[config.mk]
export PLATFORM = sky130hd
export DESIGN_NAME = serial_add_ctrl
export DESIGN_NICKNAME = d
export VERILOG_FILES = /design/src/rtl/serial_add_ctrl_pkg.sv /design/src/rtl/serial_fa_cell.sv /design/src/rtl/serial_add_ctrl.sv
export SDC_FILE = /design/constraint.sdc
export NUM_CORES = 1
export LEC_CHECK = 0
export ABC_AREA = 1
export BUFFER_PORTS_ARGS = -buffer_cell sky130_fd_sc_hd__buf_2
export CORE_ASPECT_RATIO = 1.25
export CORE_MARGIN = 2
export CORE_UTILIZATION = 55
export CTS_BUF_LIST = sky130_fd_sc_hd__clkbuf_16
export DETAILED_ROUTE_END_ITERATION = 10
export HOLD_SLACK_MARGIN = 0.02
export PLACE_DENSITY = 0.76
export SLEW_MARGIN = 20
export SYNTH_ARGS = -nofsm -noshare
export SYNTH_HDL_FRONTEND = slang
export SYNTH_SLANG_ARGS = --single-unit
[constraint.sdc]
create_clock -name clk -period 3.5 [get_ports clk]
set_input_delay 0.525 -clock clk [delete_from_list [all_inputs] [get_ports clk]]
set_output_delay 0.525 -clock clk [all_outputs]
set_load 0.03 [all_outputs]
[src/rtl/serial_add_ctrl_pkg.sv]
// Shared constants for the bit-serial adder: FSM state encodings and default operand width.
package serial_add_ctrl_pkg;

  localparam int unsigned WIDTH_DEFAULT = 8;

  typedef enum logic [1:0] {
    IDLE  = 2'b00,
    SHIFT = 2'b01,
    DONE  = 2'b10
  } state_t;

endpackage

[src/rtl/serial_fa_cell.sv]
// One-bit full adder built from two 4:1 muxes selected by {x,y}.
module serial_fa_cell (
  input  logic x,
  input  logic y,
  input  logic cin,
  output logic s,
  output logic c
);

  logic [3:0] s_sel;
  logic [3:0] c_sel;

  // Entry index is {x,y}: 00 -> bit 0, 11 -> bit 3.
  assign s_sel = {cin, ~cin, ~cin, cin};
  assign c_sel = {1'b1, cin, cin, 1'b0};

  assign s = s_sel[{x, y}];
  assign c = c_sel[{x, y}];

endmodule

[src/rtl/serial_add_ctrl.sv]
// Bit-serial unsigned adder: latches operands on start, adds one bit per cycle LSB first,
// pulses done for one cycle after WIDTH shifts.
module serial_add_ctrl
  import serial_add_ctrl_pkg::*;
#(
  parameter int unsigned WIDTH = WIDTH_DEFAULT
) (
  input  logic             clk,
  input  logic             reset,
  input  logic             start,
  input  logic [WIDTH-1:0] a,
  input  logic [WIDTH-1:0] b,
  input  logic             cin,
  output logic             busy,
  output logic             done,
  output logic [WIDTH-1:0] sum,
  output logic             cout
);

  localparam int unsigned CW = $clog2(WIDTH) + 1;

  state_t           state;
  state_t           state_nxt;
  logic [WIDTH-1:0] areg;
  logic [WIDTH-1:0] breg;
  logic             carry;
  logic [CW-1:0]    cnt;
  logic             fa_s;
  logic             fa_c;
  logic             last_bit;

  serial_fa_cell u_fa (
    .x   (areg[0]),
    .y   (breg[0]),
    .cin (carry),
    .s   (fa_s),
    .c   (fa_c)
  );

  assign last_bit = (cnt == CW'(WIDTH - 1));

  always_comb begin
    state_nxt = state;
    busy      = 1'b0;
    done      = 1'b0;
    unique case (state)
      IDLE: begin
        if (start) state_nxt = SHIFT;
      end
      SHIFT: begin
        busy = 1'b1;
        if (last_bit) state_nxt = DONE;
      end
      DONE: begin
        busy      = 1'b1;
        done      = 1'b1;
        state_nxt = IDLE;
      end
      default: state_nxt = IDLE;
    endcase
  end

  always_ff @(posedge clk) begin
    if (reset) begin
      state <= IDLE;
      areg  <= '0;
      breg  <= '0;
      carry <= 1'b0;
      cnt   <= '0;
      sum   <= '0;
      cout  <= 1'b0;
    end else begin
      state <= state_nxt;
      unique case (state)
        IDLE: begin
          if (start) begin
            areg  <= a;
            breg  <= b;
            carry <= cin;
            cnt   <= '0;
            sum   <= '0;
          end
        end
        SHIFT: begin
          // Sum bits enter at the MSB so bit i settles in sum[i] after WIDTH shifts.
          sum   <= {fa_s, sum[WIDTH-1:1]};
          carry <= fa_c;
          areg  <= {1'b0, areg[WIDTH-1:1]};
          breg  <= {1'b0, breg[WIDTH-1:1]};
          cnt   <= cnt + CW'(1);
          if (last_bit) cout <= fa_c;
        end
        default: ;
      endcase
    end
  end

endmodule

Word level (Yosys, flattened, before mapping)
Cells that the tools add are included.
Word-level totals
  output and inout port bits: 11
  input port bits: 20
  register bits: 32
Operators by class
  mux-type cells: 19
  add/sub/neg operators: 1
  bitwise operators: 1
  equality and inequality tests: 5
  magnitude comparators: 1
  reduce and logical (&&, ||, !) cells: 6
Operators with widths (number)
  $pmux 8 s2: 3
  $mux 8: 3
  $pmux 4 s2: 1
  $reduce_and 2->1: 3
  $mux 1: 5
  $add 4x1->4 const B: 1
  $bmux 1 s2: 2
  $eq 4x3->1 const B: 1
  $mux 2: 2
  $mux 4: 1
  $ne 2x2->1 const B: 2
  $pmux 2 s2: 1
  $lt 2x3->1 const B: 1
  $eq 2x1->1 const B: 1
  $eq 2x2->1 const B: 1
  $logic_not 2->1: 1
  $pmux 1 s2: 1
  $reduce_bool 2->1: 1
  $reduce_or 2->1: 1
  $not 1->1: 1

Longest topological paths before layout
Gate-level depths: netlist (run 1).
  depth after elaboration: 4
  mapped depth: 10
  gate-level depth less buffers: 8

Modules after synthesis
A second synthesis (run 1) with hierarchy kept.
Unflattened totals
  cell total of the unflattened synthesis: 228
  area, all modules: 1600.3 µm²
By module, submodules not included
  serial_add_ctrl: sequential area each 640.6 µm², cells each 215, times used 1, area an instance 1534.0 µm²
  serial_fa_cell: sequential area each 0.0 µm², cells each 13, times used 1, area an instance 66.3 µm²

Worst setup path before layout (run 1)
Ideal clock, no wire load.
  path type: reg-to-output
  start point: register state[0]
  end point: output port busy
  cell stages (with the launch flop): 3
  arrival: 0.841 ns
  slack: 2.134 ns
  data required time: 2.975 ns
  cell sequence: dfxtp_1 -> inv_1 -> ha_1
Between the ends
  word-level cells in the longest chain between the ends: 3
Ends and longest elaborated chain
  start, declared: RTL line serial_add_ctrl.sv:22  | state_t state;
  start signal, assigned: RTL line serial_add_ctrl.sv:73  | state <= state_nxt;
  $eq 2x1->1 / $eq 2x2->1 (equally long branches): RTL line serial_add_ctrl.sv:46  | unique case (state)
  $reduce_or 2->1 (no line) (*)
  $mux 1 (*): RTL line serial_add_ctrl.sv:46
  end, declared: RTL line serial_add_ctrl.sv:14  | output logic busy,
Every way passes the cells marked *; elsewhere a longest branch is shown, timed or not.

Worst setup path after layout (run 1)
  start point: register state[1]
  end point: register sum[1]
Between the ends
  word-level cells in the longest chain between the ends: 3
Ends and longest elaborated chain
  $eq 2x1->1 / $logic_not 2->1 (equally long branches): RTL line serial_add_ctrl.sv:74  | unique case (state)
  $reduce_bool 2->1 (no line) / $ne 2x2->1 (equally long branches)
  $reduce_and 2->1 (no line)
  end signal, assigned: RTL line serial_add_ctrl.sv:86  | sum <= {fa_s, sum[WIDTH-1:1]};
  end, declared: RTL line serial_add_ctrl.sv:16  | output logic [WIDTH-1:0] sum,
Parallel ways exist; a longest one is shown, timed or not.
A chain may end at the register's enable or synchronous reset.

==> qor.txt, run 1 <==
Critical Path Fanout Max = 20
Antenna Nets Post-Route = 0
Gates resized, CTS repair = 0
Post-Syn Instances = 226
CP startpoint = state[1]
simple-gate share of the synthesized area = 31.52%
VDD IR max = 517.3 uV
fraction of layout cells with a size suffix above 1 = 20.47%
Worst-Margin Slew = 0.6763 ns
core area = 2733 um2
Ys Warns = 0
final hold vios = 0
slew margin rel. = 54.91%
Tot GR Track Use = 21.27%
Area Overhead vs Synth = 14.63%
Arr. time, crit path = 2.23 ns
Post-Syn Area = 1608 um2
Seq cells post-synth = 32
post-DR vias/cell = 4.944
fill cell count = 261
syn_nets = 253
RSZ-0062 raised after global routing = false
HPWL Detailed = 2.115 mm
Top Ports = 31
Netlist cell types = 20
R2R Path End = sum[1]
status = finished, final reports clean
MaxCap Viol Count = 0
Worst Path Required = 3.70 ns
grt met3 use = 4.147%
CP Capture Type = register
Mean Syn Cell Area = 7.114 um2
fin crit period = 2.027 ns
Post-CTS Setup Inserts = 0
setup TNS = 0 ns
first-pass GRT wire length = 5.430 mm
mux cell area share after synthesis = 0%
startpoint types = register
Row Count = 21
P_leak = 0.8871 nW
Worst R2R Start = state[1]
grt ovf = 0
Clock transition at path regs = 0.05 ns
Reg2Reg Setup Slack = 1.47 ns
die span in x = 52.36 um
drt first-iter violations = 32
Routed WL per cell = 11.13 um
# DRC = 0
Hold Slack = 0.4582 ns
I/O Buffers = 30
CP Capture Point = sum[1]
initial antenna violation count = 0
Final Slew Violations = 0
cts bufs inserted = 5
# hold bufs at CTS = 0
power density cells = 810.9 nW/um2
Max Clock Skew = 0.006676 ns
largest net degree at the start of global routing = 28
gr busiest metal = met2
Worst Hold Class = reg2reg
die height = 64.45 um
via count = 1424
GR Layer Usage met1 = 25.59%
Reg2Reg Depth = 6
Clock Latency Late Sink = 0.28 ns
nets = 280
type of the worst setup path = reg2reg
met2 GRT Util = 35.78%
WL final = 3.204 mm
f_max = 493.3 MHz
DIE AREA = 3375 um2
Synth Area in Adders = 5.447%
Synth Area in XOR/XNOR = 0%
vias in the first global route = 1314
placed insts = 280
TritonCTS sink count = 32
Final setup viols = 0
# H-tree levels = 2
Non-Filler Instances = 288
CTS Root Cell = clkbuf_16
Compound-Gate Fraction of Synth Area = 13.39%
Clock Tree Buf Depth = 2
initial core utilization = 58.84%
DR pass1 iterations = 4
ANT cells = 0
largest family of logic cells by synthesized area = simple AND/OR/NAND/NOR gates
fin crit share = 57.92%
TritonCTS clock tree = done
sequential-to-total area share from yosys stat = 39.84%
gpl congestion = 0.7575
cells in the mapped netlist (all sizes together):
master | n | share of area, %
dfxtp | 32 | 40
nand3 | 7 | 2.2
nor2 | 41 | 9.6
a21oi | 17 | 7.2
o211ai | 1 | 0.47
clkbuf | 2 | 0.47
buf | 8 | 5.4
ha | 7 | 5.4
nand2 | 78 | 20
o21ai | 17 | 5.3
o21bai | 1 | 0.47
inv | 15 | 4.0
through the flow:
stage | setup WS [ns] | utilization [%] | area, um2 | power (mW)
after detailed placement | 1.493 | 62.45 | 1707 | 1.101
final | 1.473 | 67.45 | 1843 | 1.495
after CTS | 1.469 | 67.45 | 1843 | 1.501
after global routing | 1.267 | 67.45 | 1843 | 1.608
after floorplan | 2.134 | - | 1608 | 1.068
after global placement | 1.565 | 62.45 | 1707 | 1.091
flip-flops by register name, summed over array words and instances (netlist names):
name / cells
areg: 8
breg: 8
sum: 8
cnt: 4
state: 2
carry: 1
cout: 1
cells in the final DEF, fill, tap and decap left out, drive strengths merged:
master,instances
a21oi,17
nor2,41
nand3,7
inv,17
ha,7
clkbuf,5
o21bai,1
buf,30
nand2,78
dfxtp,32
o21ai,17
clkinv,1
o211ai,1
cell families after synthesis:
logic type,Yosys count
fa+ha+maj,7
flops,32
buf+inv,25
simple gates,126
compound gates,36
critical path: stages (launching register included):
cell     delay [ns]
dfxtp_1        0.32
inv_1          0.11
ha_1           0.61
inv_2          0.33
a21oi_4        0.32
nand2_1        0.09
a21oi_1        0.17
worst min path at each step:
stage / startpoint / end / cells after the start
floorplan: areg[7] / areg[7] / 2
global placement: areg[7] / areg[7] / 2
detailed placement: sum[0] / sum[0] / 2
CTS: sum[0] / sum[0] / 2
global route: breg[7] / breg[7] / 2
finish: sum[0] / sum[0] / 2
report_power, final:
group          switching, mW  leakage [nW]  internal [mW]
Combinational          0.395         0.551          0.172
Sequential            0.0616         0.262          0.468
Clock                  0.142        0.0738          0.255
Total                  0.599         0.887          0.895
layer usage:
metal  vias to the layer above  wire length, um
met5                         -                0
met4                         0               47
met3                         5              138
met2                        29             1554
met1                       627             1464
li1                        763                -
cell type report:
type / count / area [um2] / share of cell area, %
Timing Repair Buffer: 30 / 150.1 / 8.147
Tap cell: 34 / 42.54 / 2.308
Multi-Input combinational cell: 169 / 809.5 / 43.92
Sequential cell: 32 / 640.6 / 34.76
Inverter: 15 / 63.81 / 3.462
Clock buffer: 5 / 125.1 / 6.789
Clock inverter: 3 / 11.26 / 0.6110
(Power assumes the default switching activity.)
==> run 2, diff against run 1 <==
CORE_UTILIZATION = 54   (was 55)
PLACE_DENSITY = 0.75   (was 0.76)
clock period = 2 ns   (was 3.5 ns; I/O delays follow)
==> run 2 against run 1 <==
  * Cell area increased by 0.41%
  * Core utilization decreased by 3.4 points
  * Combinational power increased by 75%
  * Routed wire length decreased by 3.0%
  * Non-clock buffer count increased by 1
  * Sequential share of layout area decreased by 0.14 points
  * Sequential power increased by 75%
  * Critical path type unchanged
  * Largest cell class unchanged
  * Sequential cell count unchanged
  * Highest routed layer unchanged
==> qor.txt, run 2 (same netlist as run 1, synthesis figures left out) <==
fin crit share = 79.83%
RSZ-0062 raised after global routing = false
CP Cell Sequence = inv_1 -> ha_1 -> inv_2 -> a21oi_4 -> nand2_1 -> a21oi_2
first-pass GRT wire length = 5.409 mm
DR top layer = met4
die span in x = 52.81 um
Antenna Nets Post-Route = 0
drt first-iter violations = 35
VDD IR max = 1153 uV
Clock Latency Late Sink = 0.28 ns
Tot GR Track Use = 21.59%
CP delay by family, top = compound AO/OA/AOI/OAI gates
Gates resized, CTS repair = 0
Clock transition at path regs = 0.05 ns
P_leak = 0.8893 nW
grt ovf = 0
vias in the first global route = 1255
slowest stage cell, crit path = dfxtp_1
Final Slew Violations = 0
slew margin rel. = 68.92%
TritonCTS clock tree = done
most frequent cells in the layout = nand2_1 (70), nor2_1 (41), dfxtp_1 (32), buf_2 (30), o21ai_0 (17)
die height = 65.01 um
fin crit period = 1.597 ns
status = finished, final reports clean
final hold vios = 0
Worst Hold Class = in2reg
Area Overhead vs Synth = 15.10%
core area = 2890 um2
slowest stage delay, CP = 0.32 ns
via count = 1392
Worst Path Required = 2.21 ns
WL final = 3.109 mm
largest net degree at the start of global routing = 28
WP buf/inv = 2
Top Registers = areg (8), breg (8), sum (8)
Routed WL per cell = 10.72 um
total power = 2.622 mW
f_max = 626.3 MHz
Post-CTS Setup Inserts = 0
TritonCTS sink count = 32
Hold Startpoint = b[7]
# DRC = 0
Met3 Routed Length = 122 um
CTS Root Cell = clkbuf_16
Worst R2R Start = state[1]
metal2 WL = 1.437 mm
# hold bufs at CTS = 0
DIE AREA = 3433 um2
initial core utilization = 55.63%
Max Clock Skew = 0.006589 ns
nets = 281
Clock Tree Buf Depth = 2
MaxCap Viol Count = 0
CP Capture Type = register
most common cell after layout, fill and taps aside = nand2_1
I/O Buffers = 30
ANT cells = 0
post-DR vias/cell = 4.800
Final setup viols = 0
setup TNS = 0 ns
initial antenna violation count = 0
power density cells = 1417 nW/um2
DR pass1 iterations = 4
# H-tree levels = 2
fraction of layout cells with a size suffix above 1 = 21.26%
Critical Path Fanout Max = 20
Worst-Margin Slew = 0.4657 ns
Arr. time, crit path = 1.81 ns
Row Count = 22
cts bufs inserted = 5
type of the worst setup path = reg2reg
HPWL Detailed = 2.081 mm
startpoint types = register
Top Ports = 31
CP startpoint = state[1]
WL met1 = 1.483 mm
gpl congestion = 0.7054
## run 2: cell count changes in the layout (fill, tap and decap cells not counted), sizes merged
cell  previous run  this run
buf             30        31
inv             17        16
## run 2: power by group
group	leakage [nW]	total (mW)	internal (mW)	switching (mW)
combinational	0.556	0.992	0.309	0.682
clock	0.0709	0.702	0.445	0.256
sequential	0.262	0.928	0.819	0.109
total	0.889	2.62	1.57	1.05
## run 2: final cells by class
class	instances	area, um2
Fill cell	285	1040
Clock buffer	5	125.1
Tap cell	36	45.04
Sequential cell	32	640.6
Clock inverter	2	8.758
Multi-Input combinational cell	169	809.5
Inverter	15	63.81
Timing Repair Buffer	31	157.7
## run 2: layer usage
| layer | vias up | track usage (%) |
|---|---|---|
| met5 | - | 0 |
| met4 | 0 | 9.615 |
| met3 | 5 | 7.604 |
| met2 | 20 | 35.47 |
| met1 | 608 | 24.60 |
| li1 | 759 | - |
## run 2: path summary, 6_finish.rpt
path,slack [ns],cells past startpoint,endpoint
setup / recovery,0.40,6,sum[7]
hold / removal,0.30,3,breg[7]
setup reg to reg,0.40,6,sum[7]
hold reg to reg,0.47,2,sum[0]
## run 2: metrics by stage
step	cells	hold WS, ns	cell area [um2]	utilization, %	setup slack [ns]
after global placement	283	0.4566	1717	59.39	0.4221
after floorplan	226	0.3691	1608	-	0.6614
after CTS	290	0.2959	1851	64.03	0.3946
after global routing	290	0.3096	1851	64.03	0.2406
after detailed placement	283	0.4579	1717	59.39	0.4121
final	290	0.2963	1851	64.03	0.4034
## run 2: worst register-to-register path: stages, from the launching register on
cell	delay [ns]
dfxtp_1	0.32
inv_1	0.10
ha_1	0.32
inv_2	0.23
a21oi_4	0.30
nand2_1	0.11
a21oi_2	0.15
==> run 3, diff against run 2 <==
clock period = 1.5 ns   (was 2 ns; I/O delays follow)
==> run 3 against run 2 <==
  * Die area unchanged
  * Via count rose by 5.4%
  * Highest routed layer unchanged
  * Cell area rose by 6.2%
  * Critical endpoint is now busy
  * Final cell count increased by 3.1%
==> qor.txt, run 3 (same netlist as run 1, synthesis figures left out) <==
status = finished, final reports clean
Final setup viols = 0
die span in x = 52.81 um
initial antenna violation count = 0
fraction of layout cells with a size suffix above 1 = 24.71%
via count = 1467
f_max = 709.5 MHz
DIE AREA = 3433 um2
Routed WL per cell = 11.20 um
placement-stage cell area = 1769 um2
# DRC = 0
Clock Tree Buf Depth = 2
# H-tree levels = 2
cts bufs inserted = 5
MaxCap Viol Count = 0
ANT cells = 0
most common cell after layout, fill and taps aside = nand2_1
fin area = 1966 um2
TritonCTS clock tree = done
RSZ-0062 raised after global routing = false
Hold Slack = 0.2184 ns
fill cell count = 257
core area = 2890 um2
area of the multi-input gates = 842.1 um2
Max Clock Skew = 0.004377 ns
fin crit share = 93.97%
I/O Buffers = 30
Clock transition at path regs = 0.05 ns
largest net degree at the start of global routing = 28
Worst-Margin Slew = 0.2471 ns
Row Count = 22
Critical Path Fanout Max = 3
CTS Root Cell = clkbuf_16
gpl congestion = 0.8024
Worst Hold Class = in2reg
CP Capture Type = output pin
die height = 65.01 um
final hold vios = 0
Reg2Reg Depth = 7
Antenna Nets Post-Route = 0
grt ovf = 0
hold path cells = 3
Final Slew Violations = 0
WL final = 3.350 mm
initial core utilization = 55.63%
fin crit period = 1.410 ns
Clock Latency Late Sink = 0.27 ns
first-pass GRT wire length = 5.444 mm
Area Overhead vs Synth = 22.26%
startpoint types = register
VDD IR max = 1834 uV
post-DR vias/cell = 4.906
P_leak = 0.9335 nW
type of the worst setup path = reg2out
HPWL Detailed = 2.257 mm
nets = 289
drt first-iter violations = 38
setup TNS = 0 ns
Worst Path Required = 1.27 ns
most frequent cells in the layout = nand2_1 (70), nor2_1 (41), dfxtp_1 (31), buf_2 (30), o21ai_0 (17)
vias in the first global route = 1271
power density cells = 1984 nW/um2
Arr. time, crit path = 1.18 ns
register area = 641.9 um2
Tot GR Track Use = 21.98%
DR pass1 iterations = 4
Top Registers = areg (8), breg (8), sum (8)
TritonCTS sink count = 32
slew margin rel. = 83.52%
Top Ports = 31
-- run 3: where the power goes --
part	switching [mW]	total [mW]	internal, mW
sequential	0.154	1.25	1.10
clock	0.338	1.11	0.769
combinational	0.994	1.54	0.549
total	1.49	3.90	2.41
-- run 3: area by class of cell --
class,count,area share (%)
inverters,15,3.246
well taps,36,2.292
clock inverters,3,1.910
repair buffers,38,10.69
multi-input cells,170,42.84
clock buffers,5,6.365
flip-flops and latches,32,32.65
-- run 3: final timing paths --
path | to | slack (ns) | from
worst min register to register | sum[0] | 0.46 | sum[0]
worst min-delay path | breg[7] | 0.22 | b[7]
worst max register to register | breg[3] | 0.12 | state[1]
worst max-delay path | busy | 0.09 | state[1]
-- run 3: critical path: stages (launching register included) --
cell and delay [ns]:
dfxtp_1 0.34, inv_1 0.11, ha_4 0.28, buf_2 0.19
-- run 3: timing repair --
action                                  4_1_cts  5_1_grt
endpoints found under the setup margin        0       28
hold buffers                                  0        0
setup buffers                                 0        0
resized for setup                             0        5
-- run 3: metrics by stage --
step	std cells	setup slack (ns)	utilization [%]	total power, mW
4_1_cts	298	0.007175	66.84	3.817
3_3_place_gp	290	0.07286	61.21	2.673
6_report	299	0.09047	68.01	3.900
5_1_grt	299	0.01001	68.01	4.185
3_5_place_dp	290	0.03016	61.21	2.695
2_1_floorplan	226	0.1614	-	2.493
-- run 3: metal layers --
metal | vias up | GRT usage [%] | wire [um]
met5 | - | 0 | 0
met4 | 0 | 10.90 | 88
met3 | 7 | 7.604 | 154
met2 | 23 | 35.78 | 1642
met1 | 660 | 24.96 | 1465
li1 | 777 | - | -
